**config.mk**
```make
export PLATFORM = sky130hd
export DESIGN_NAME = adjust_ctrl
export DESIGN_NICKNAME = d
export VERILOG_FILES = /design/src/rtl/adjust_ctrl.sv
export SDC_FILE = /design/constraint.sdc
export NUM_CORES = 1
export LEC_CHECK = 0
export ABC_AREA = 1
export CORE_AREA = 2 2 115 117
export CTS_CLUSTER_DIAMETER = 120
export DETAILED_ROUTE_END_ITERATION = 16
export DIE_AREA = 0 0 117 119
export MAX_ROUTING_LAYER = met4
export PLACE_DENSITY = 0.75
export SETUP_SLACK_MARGIN = 0.4
export SYNTH_ARGS = -nofsm -noshare
export SYNTH_HDL_FRONTEND = slang
export SYNTH_HIERARCHICAL = 1
export SYNTH_SLANG_ARGS = --single-unit
```
**constraint.sdc**
```tcl
create_clock -name clk -period 1.55 [get_ports clk]
set_input_delay 0.155 -clock clk [delete_from_list [all_inputs] [get_ports clk]]
set_output_delay 0.155 -clock clk [all_outputs]
set_load 0.01 [all_outputs]
```
**src/rtl/adjust_ctrl.sv**
```systemverilog
// adjust_ctrl: button front-end for the clock's time-setting path.
// Debounces mode/up/down, steps a field-select FSM, and emits single-cycle
// adj_up/adj_down pulses with auto-repeat and an idle timeout back to NORMAL.

// Per-button conditioner: 2-FF synchronizer followed by a stability counter.
module adjust_ctrl_deb #(
    parameter int unsigned DEB = 4
) (
    input  logic clk,
    input  logic rst_n,
    input  logic raw_i,
    output logic level_o
);
    localparam int unsigned CW = $clog2(DEB + 1);
    localparam logic [CW-1:0] CNT_MAX = CW'(DEB);

    logic [1:0]    sync_q;
    logic          level_q, level_d;
    logic [CW-1:0] cnt_q, cnt_d;

    // Count consecutive cycles the synced value disagrees with the level.
    always_comb begin
        level_d = level_q;
        cnt_d   = '0;
        if (sync_q[1] != level_q) begin
            if (cnt_q == CNT_MAX) level_d = sync_q[1];
            else                  cnt_d   = cnt_q + 1'b1;
        end
    end

    // Synchronizer, debounced level and counter state.
    always_ff @(posedge clk) begin
        if (!rst_n) begin
            sync_q  <= '0;
            level_q <= 1'b0;
            cnt_q   <= '0;
        end else begin
            sync_q  <= {sync_q[0], raw_i};
            level_q <= level_d;
            cnt_q   <= cnt_d;
        end
    end

    assign level_o = level_q;
endmodule

module adjust_ctrl #(
    parameter logic [19:0] DEB_CYCLES    = 20'd500000,
    parameter logic [24:0] REPEAT_DELAY  = 25'd25000000,
    parameter logic [23:0] REPEAT_PERIOD = 24'd5000000,
    parameter logic [4:0]  TIMEOUT_S     = 5'd30
) (
    input  logic       clk,
    input  logic       rst_n,
    input  logic       t_1s,
    input  logic       btn_mode,
    input  logic       btn_up,
    input  logic       btn_down,
    output logic       adj_en,
    output logic [5:0] adj_sel,
    output logic       adj_up,
    output logic       adj_down,
    output logic [2:0] mode_state
);
    localparam logic [2:0] S_NORMAL = 3'd0;
    localparam logic [2:0] S_SEC    = 3'd1;
    localparam logic [2:0] S_MIN    = 3'd2;
    localparam logic [2:0] S_HOUR   = 3'd3;
    localparam logic [2:0] S_DAY    = 3'd4;
    localparam logic [2:0] S_MON    = 3'd5;
    localparam logic [2:0] S_YEAR   = 3'd6;

    localparam int unsigned HW = $clog2(32'(REPEAT_DELAY) + 1);
    localparam int unsigned RW = $clog2(32'(REPEAT_PERIOD) + 1);
    localparam int unsigned TW = $clog2(32'(TIMEOUT_S) + 1);
    localparam logic [HW-1:0] HOLD_SAT  = HW'(32'(REPEAT_DELAY));
    localparam logic [HW-1:0] HOLD_LAST = HW'(32'(REPEAT_DELAY) - 1);
    localparam logic [RW-1:0] REP_LAST  = RW'(32'(REPEAT_PERIOD) - 1);
    localparam logic [TW-1:0] IDLE_LAST = TW'(32'(TIMEOUT_S) - 1);

    // Button index: 0 = mode, 1 = up, 2 = down.
    logic [2:0] raw, lvl, lvl_prev_q, rise;
    assign raw = {btn_down, btn_up, btn_mode};

    for (genvar b = 0; b < 3; b++) begin : g_deb
        adjust_ctrl_deb #(.DEB(32'(DEB_CYCLES))) u_deb (
            .clk     (clk),
            .rst_n   (rst_n),
            .raw_i   (raw[b]),
            .level_o (lvl[b])
        );
    end

    assign rise = lvl & ~lvl_prev_q;

    logic [2:0]    state_q, state_d;
    logic [HW-1:0] hold_q, hold_d;
    logic [RW-1:0] rep_q, rep_d;
    logic [TW-1:0] idle_q, idle_d;
    logic          armed_q, armed_d;
    logic          up_d, dn_d;
    logic          en_q;
    logic [5:0]    sel_q, sel_d;
    logic          up_q, dn_q;
    logic          press_any, one_held;

    assign press_any = rise[1] | rise[2];
    assign one_held  = lvl[1] ^ lvl[2];

    // Mode FSM, step/repeat generation and idle timeout. Repeat is armed only
    // by a step pulse in the current field, so a button carried across a mode
    // change or left over from a both-held chord never auto-repeats.
    always_comb begin
        state_d = state_q;
        hold_d  = hold_q;
        rep_d   = rep_q;
        idle_d  = idle_q;
        armed_d = armed_q;
        up_d    = 1'b0;
        dn_d    = 1'b0;
        if (state_q == S_NORMAL) begin
            hold_d  = '0;
            rep_d   = '0;
            idle_d  = '0;
            armed_d = 1'b0;
            if (rise[0]) state_d = S_SEC;
        end else if (rise[0]) begin
            state_d = (state_q == S_YEAR) ? S_NORMAL : state_q + 3'd1;
            hold_d  = '0;
            rep_d   = '0;
            idle_d  = '0;
            armed_d = 1'b0;
        end else begin
            if (press_any) begin
                hold_d  = '0;
                rep_d   = '0;
                idle_d  = '0;
                armed_d = one_held;
                up_d    = rise[1] & one_held;
                dn_d    = rise[2] & one_held;
            end else if (!one_held || !armed_q) begin
                hold_d  = '0;
                rep_d   = '0;
                armed_d = 1'b0;
            end else if (hold_q != HOLD_SAT) begin
                hold_d = hold_q + 1'b1;
                if (hold_q == HOLD_LAST) begin
                    up_d = lvl[1];
                    dn_d = lvl[2];
                end
            end else begin
                if (rep_q == REP_LAST) begin
                    rep_d = '0;
                    up_d  = lvl[1];
                    dn_d  = lvl[2];
                end else begin
                    rep_d = rep_q + 1'b1;
                end
            end
            // A press in the same cycle cancels the expiring tick.
            if (!press_any && t_1s) begin
                if (idle_q == IDLE_LAST) begin
                    state_d = S_NORMAL;
                    idle_d  = '0;
                    hold_d  = '0;
                    rep_d   = '0;
                    armed_d = 1'b0;
                    up_d    = 1'b0;
                    dn_d    = 1'b0;
                end else begin
                    idle_d = idle_q + 1'b1;
                end
            end
        end
    end

    // One-hot field select decoded from the next state so it tracks mode_state.
    always_comb begin
        sel_d = 6'b000000;
        case (state_d)
            S_SEC:   sel_d = 6'b000001;
            S_MIN:   sel_d = 6'b000010;
            S_HOUR:  sel_d = 6'b000100;
            S_DAY:   sel_d = 6'b001000;
            S_MON:   sel_d = 6'b010000;
            S_YEAR:  sel_d = 6'b100000;
            default: sel_d = 6'b000000;
        endcase
    end

    // State, counters and registered outputs.
    always_ff @(posedge clk) begin
        if (!rst_n) begin
            lvl_prev_q <= '0;
            state_q    <= S_NORMAL;
            hold_q     <= '0;
            rep_q      <= '0;
            idle_q     <= '0;
            armed_q    <= 1'b0;
            en_q       <= 1'b0;
            sel_q      <= '0;
            up_q       <= 1'b0;
            dn_q       <= 1'b0;
        end else begin
            lvl_prev_q <= lvl;
            state_q    <= state_d;
            hold_q     <= hold_d;
            rep_q      <= rep_d;
            idle_q     <= idle_d;
            armed_q    <= armed_d;
            en_q       <= (state_d != S_NORMAL);
            sel_q      <= sel_d;
            up_q       <= up_d;
            dn_q       <= dn_d;
        end
    end

    assign mode_state = state_q;
    assign adj_en     = en_q;
    assign adj_sel    = sel_q;
    assign adj_up     = up_q;
    assign adj_down   = dn_q;
endmodule
```
# Word level (Yosys, flattened, before mapping)
# Cells that the tools add are included.
# word_totals
in_bits,6
reg_bits,135
out_inout_bits,12
# classes
n_addsub,7
reduce_logical,15
n_bitwise,10
n_eq_ne,17
n_mux,39
# ops
op,n
$mux 23,6
$mux 25,5
$add 19x1->19 const B,3
$eq 19x19->1 const B,3
$pmux 6 s6,1
$add 25x1->25 const B,1
$eq 25x25->1 const B,1
$ne 25x25->1 const B,1
$add 23x1->23 const B,1
$eq 23x23->1 const B,1
$mux 1,18
$mux 3,6
$mux 5,3
$eq 3x3->1 const B,4
$reduce_or 3->1,4
$eq 3x2->1 const B,2
$reduce_and 2->1,3
$add 5x1->5 const B,1
$eq 5x5->1 const B,1
$not 1->1,4
$add 3x1->3 const B,1
$and 3x3->3,1
$eq 3x1->1 const B,1
$logic_not 1->1,3
10 further kinds,13

# Longest topological paths before layout
# depth
ltp_word,10
mapped_depth,11

# Hierarchy
# The synthesis kept the hierarchy.
# by_module_without_submodules
module,seq_area_each_um2,cells_each,instances,area_per_inst_um2
adjust_ctrl,1381.3,544,1,3648.5
adjust_ctrl_deb at g_deb[0].u_deb ...,440.4,159,2,1103.6
adjust_ctrl_deb at g_deb[2].u_deb,440.4,158,1,1124.8

# Worst setup path after synthesis
# Ideal clock, no wire load.
# synth_timing
path_type,register to register
start,reg rep_q[0]
end,reg rep_q[7]
required_ps,1433
setup_time_ps,117
path_stages_with_launch,10
n_path_buf,1
t_arrival_ps,1445
period_less_slack_ps,1562
setup_slack_ps,-12
cell_sequence,dfxtp_1 -> ha_1 -> nand3_1 -> nor2_1 -> nand3_1 -> nor2_1 -> nand2_2 -> nand2_4 -> buf_8 -> nor2_2
# synth_via
elab_chain_len,7
elab_cells_between_ends,8
classes_between,add/sub (1); eq/ne (1); mux (6)
# synth_lines
item,line_no,source
start: declaration,98,"logic [RW-1:0] rep_q, rep_d;"
start signal: assignment,208,rep_q <= rep_d;
$add 23x1->23 / $eq 23x23->1 (equally long branches),"157, 152",
$mux 23 *,152,if (rep_q == REP_LAST) begin
$mux 23 *,145,end else if (hold_q != HOLD_SAT) begin
$mux 23 *,141,end else if (!one_held || !armed_q) begin
$mux 23 *,134,if (press_any) begin
$mux 23,162,if (idle_q == IDLE_LAST) begin
$mux 23 *,161,if (!press_any && t_1s) begin
# Every way passes the cells marked *; elsewhere a longest branch is shown, timed or not.
# A chain may end at the register's enable or synchronous reset.

# Final worst setup path
# layout_timing
start,reg hold_q[0]
end,reg rep_q[11]
# layout_via
elab_chain_len,6
# layout_lines
item,line_no,source
start: declaration,97,"logic [HW-1:0] hold_q, hold_d;"
start signal: assignment,207,hold_q <= hold_d;
$ne 25x25->1 *,145,
$mux 23 *,145,
$mux 23 *,141,
$mux 23 *,134,
$mux 23,162,
$mux 23 *,161,
# Marked as above.

==> impl_metrics.py <==
metrics = {
    "power": {
        "ir_drop_uv": 1240,
        "p_per_area_nw_per_um2": 737,
        "power.total_uw": 7760,
        "leakagePower_uw": 0.00359,
    },
    "grt": {
        "antenna_found_initial": 0,
        "grt_pass1_vias": 6888,
        "grt_overflow": 0,
        "grt.total_usage_pct": 28.5,
        "grt_max_degree": 17,
        "grt_pass1_wl_um": 30800,
    },
    "routing": {
        "viasPerCell": 5.47,
        "totalWireLength_um": 22700,
        "first_pass_iters": 6,
        "wl_per_cell_um": 16.7,
        "vias": 7415,
        "drtAntennaViolNets": 0,
        "initialDrtViolationCount": 621,
        "drc": 0,
    },
    "clocking": {
        "cts_sinks": 135,
        "h-tree-depth": 4,
        "cts_tree": "done",
        "clock_path_buffers": 2,
        "clock_latency_ps": 430,
        "hold_buffers": 0,
        "ctsRootBufferMaster": "clkbuf_16",
        "cts_buffers": 17,
        "cts.clk_slew.worst_paths_ps": 70,
    },
    "worst_hold_path": {
        "worstHoldPathCells": 3,
        "worstHoldPathType": "in2reg",
    },
    "worst_setup_path": {
        "rr_worst_depth": 11,
        "cp-end-kind": "flip-flop",
        "crit_path_cell_trace": "inv_4 -> ha_4 -> nand2_4 -> nor2_4 -> nand2_4 -> nor2_4 -> buf_12 -> buf_6 -> nand4_1 -> o21ai_1 -> nor2_2",
        "r2r_slack_ps": -150,
        "critPathMaxFanout": 7,
        "path_class": "reg2reg",
        "cp_slowest_cell": "dfxtp_4",
        "start_kind": "flip-flop",
        "cp.required_ps": 1870,
        "cp.arrival_ps": 2020,
        "critical_path.max_stage_delay_ps": 370,
    },
    "logic_synthesis": {
        "synth_cell_types": 39,
        "ys.warnings.count": 6,
        "synth_nets": 1037,
        "syn_area_um2": 6980,
        "ys_ff_latch": 135,
        "avgSynthCellArea_um2": 6.84,
        "synth.area.top_cells": "dfxtp_1 39%, nand2_1 13%, nor2_1 9.3%, inv_1 7.4%, nand3_1 4.2%",
        "synth.largest_area_cell": "dfxtp_1",
        "synth_top_area_share_pct": 38.7,
        "yosysSeqAreaShare_pct": 38.7,
        "synth_cells": 1020,
    },
    "final_layout": {
        "mostFrequentLayoutCell": "nand2_1",
        "layout_common_cells": "190 x nand2_1, 112 x inv_1, 107 x nor2_1",
        "area_growth_pct": 50.8,
        "drive_gt1_share_pct": 44.7,
        "regArea_um2": 2810,
        "nets": 1183,
        "multiInputGateArea_um2": 5080,
        "nFillCells": 759,
        "antenna_cells": 0,
        "final_util_pct": 81.8,
    },
    "die": {
        "start_util_pct": 54.2,
        "rows": 42,
        "die_area_um2": 13900,
        "core_um2": 12900,
        "die_w_um": 117,
        "die_y_um": 119,
        "ios": 18,
    },
    "placed_design": {
        "dp_hpwl_um": 10800,
        "place.gp.congestion": 0.859,
        "port_buffers": 17,
    },
    "timing": {
        "clock.fmax_mhz": 588,
        "drv_slew": 0,
        "worst_pin_slew_ps": 424,
        "setup_viol_count_final": 20,
        "tns_ps": -1120,
        "clock-skew-final_ps": 10.8,
        "slew_headroom_pct": 71.5,
        "period_share_pct": 110,
        "hold_violations": 0,
        "final.setup.worst_slack_ps": -149,
        "period_minus_slack_ps": 1700,
        "rsz0062_at_grt": "true",
    },
    "outcome": {
        "failed_checks": "setup timing",
        "status": "complete, but fails checks",
    },
    "flow_run": {
        "drv_cap": 0,
    },
}
## layout make-up
type | count | area share (%)
Clock buffer | 19 | 4.41
Multi-Input combinational cell | 742 | 48.3
Tap cell | 176 | 2.09
Sequential cell | 135 | 26.7
Timing Repair Buffer | 126 | 11.8
Inverter | 144 | 5.47
Clock inverter | 13 | 1.30
## stage by stage
| step | cell area, um2 | hold slack, ps | worst slack (ps) | instances |
|---|---|---|---|---|
| final | 10500 | 249 | -149 | 1355 |
| after global routing | 10500 | 286 | -198 | 1355 |
| after CTS | 9700 | 241 | 12.3 | 1333 |
| after detailed placement | 8060 | 397 | -60.2 | 1249 |
| after global placement | 8060 | 392 | -19.8 | 1249 |
| after floorplan | 7390 | 248 | 135 | 1020 |
## metal layers
metal / global-route usage [%] / part of all wire (%) / up-vias / wire length [um]
met5: - / 0 / - / 0
met4: 12.1 / 4.8 / 0 / 1080
met3: 6.26 / 5.0 / 96 / 1130
met2: 47.0 / 52 / 303 / 11900
met1: 33.1 / 38 / 3493 / 8580
li1: - / - / 3523 / -
## critical path, delay by kind of cell, from the launching register on
family / cells / cell delay, ps
AND/OR/NAND/NOR: 6 / 590
flip-flops: 1 / 370
adder cells (fa/ha/maj): 1 / 130
AO/OA/AOI/OAI: 1 / 140
buffers and inverters: 3 / 340
## cells in the mapped netlist (all sizes together)
library cell and count:
inv 144, nand2 252, a21oi 56, ha 11, or2 14, nand3b 5, nand4 22, nor4 2
o21ai 41, nor2 202, xor2 26, o22ai 1, nor3 12, a211oi 1, xnor2 10, buf 9
dfxtp 135, o21bai 2, nand3 70, and3 1, nor3b 1, and2 2, a31oi 1
## worst paths after layout
kind                                    to                      from
setup reg to reg                 rep_q[11]                 hold_q[0]
setup / recovery                 rep_q[11]                 hold_q[0]
hold reg to reg   g_deb[0].u_deb/sync_q[1]  g_deb[0].u_deb/sync_q[0]
hold / removal    g_deb[0].u_deb/sync_q[0]                  btn_mode
## cell families after synthesis
| logic type | share of synthesized area (%) |
|---|---|
| AO/OA/AOI/OAI | 7.67 |
| AND/OR/NAND/NOR | 38.2 |
| buffers and inverters | 8.89 |
| XOR/XNOR | 4.52 |
| flip-flops | 38.7 |
| adder cells (fa/ha/maj) | 1.97 |
## power by group
group | internal, uW | switching (uW)
registers | 3450 | 10.5
logic | 73.7 | 96.7
clock network | 2390 | 1740
total | 5910 | 1840
## flip-flops by register name, indices dropped and copies added (netlist names), 3 cells and up
| name | count |
|---|---|
| adj_sel | 6 |
| g_deb.u_deb/cnt_q | 57 |
| g_deb.u_deb/level_o | 3 |
| g_deb.u_deb/sync_q | 6 |
| hold_q | 25 |
| idle_q | 5 |
| lvl_prev_q | 3 |
| mode_state | 3 |
| rep_q | 23 |
## timing repair
| item | CTS | global route |
|---|---|---|
| pin swaps | 59 | 73 |
| setup buffers | 39 | 21 |
| endpoints found under the setup margin | 137 | 129 |
| gates resized for setup | 201 | 199 |
| gates cloned | 13 | 1 |
(Power assumes the default switching activity.)
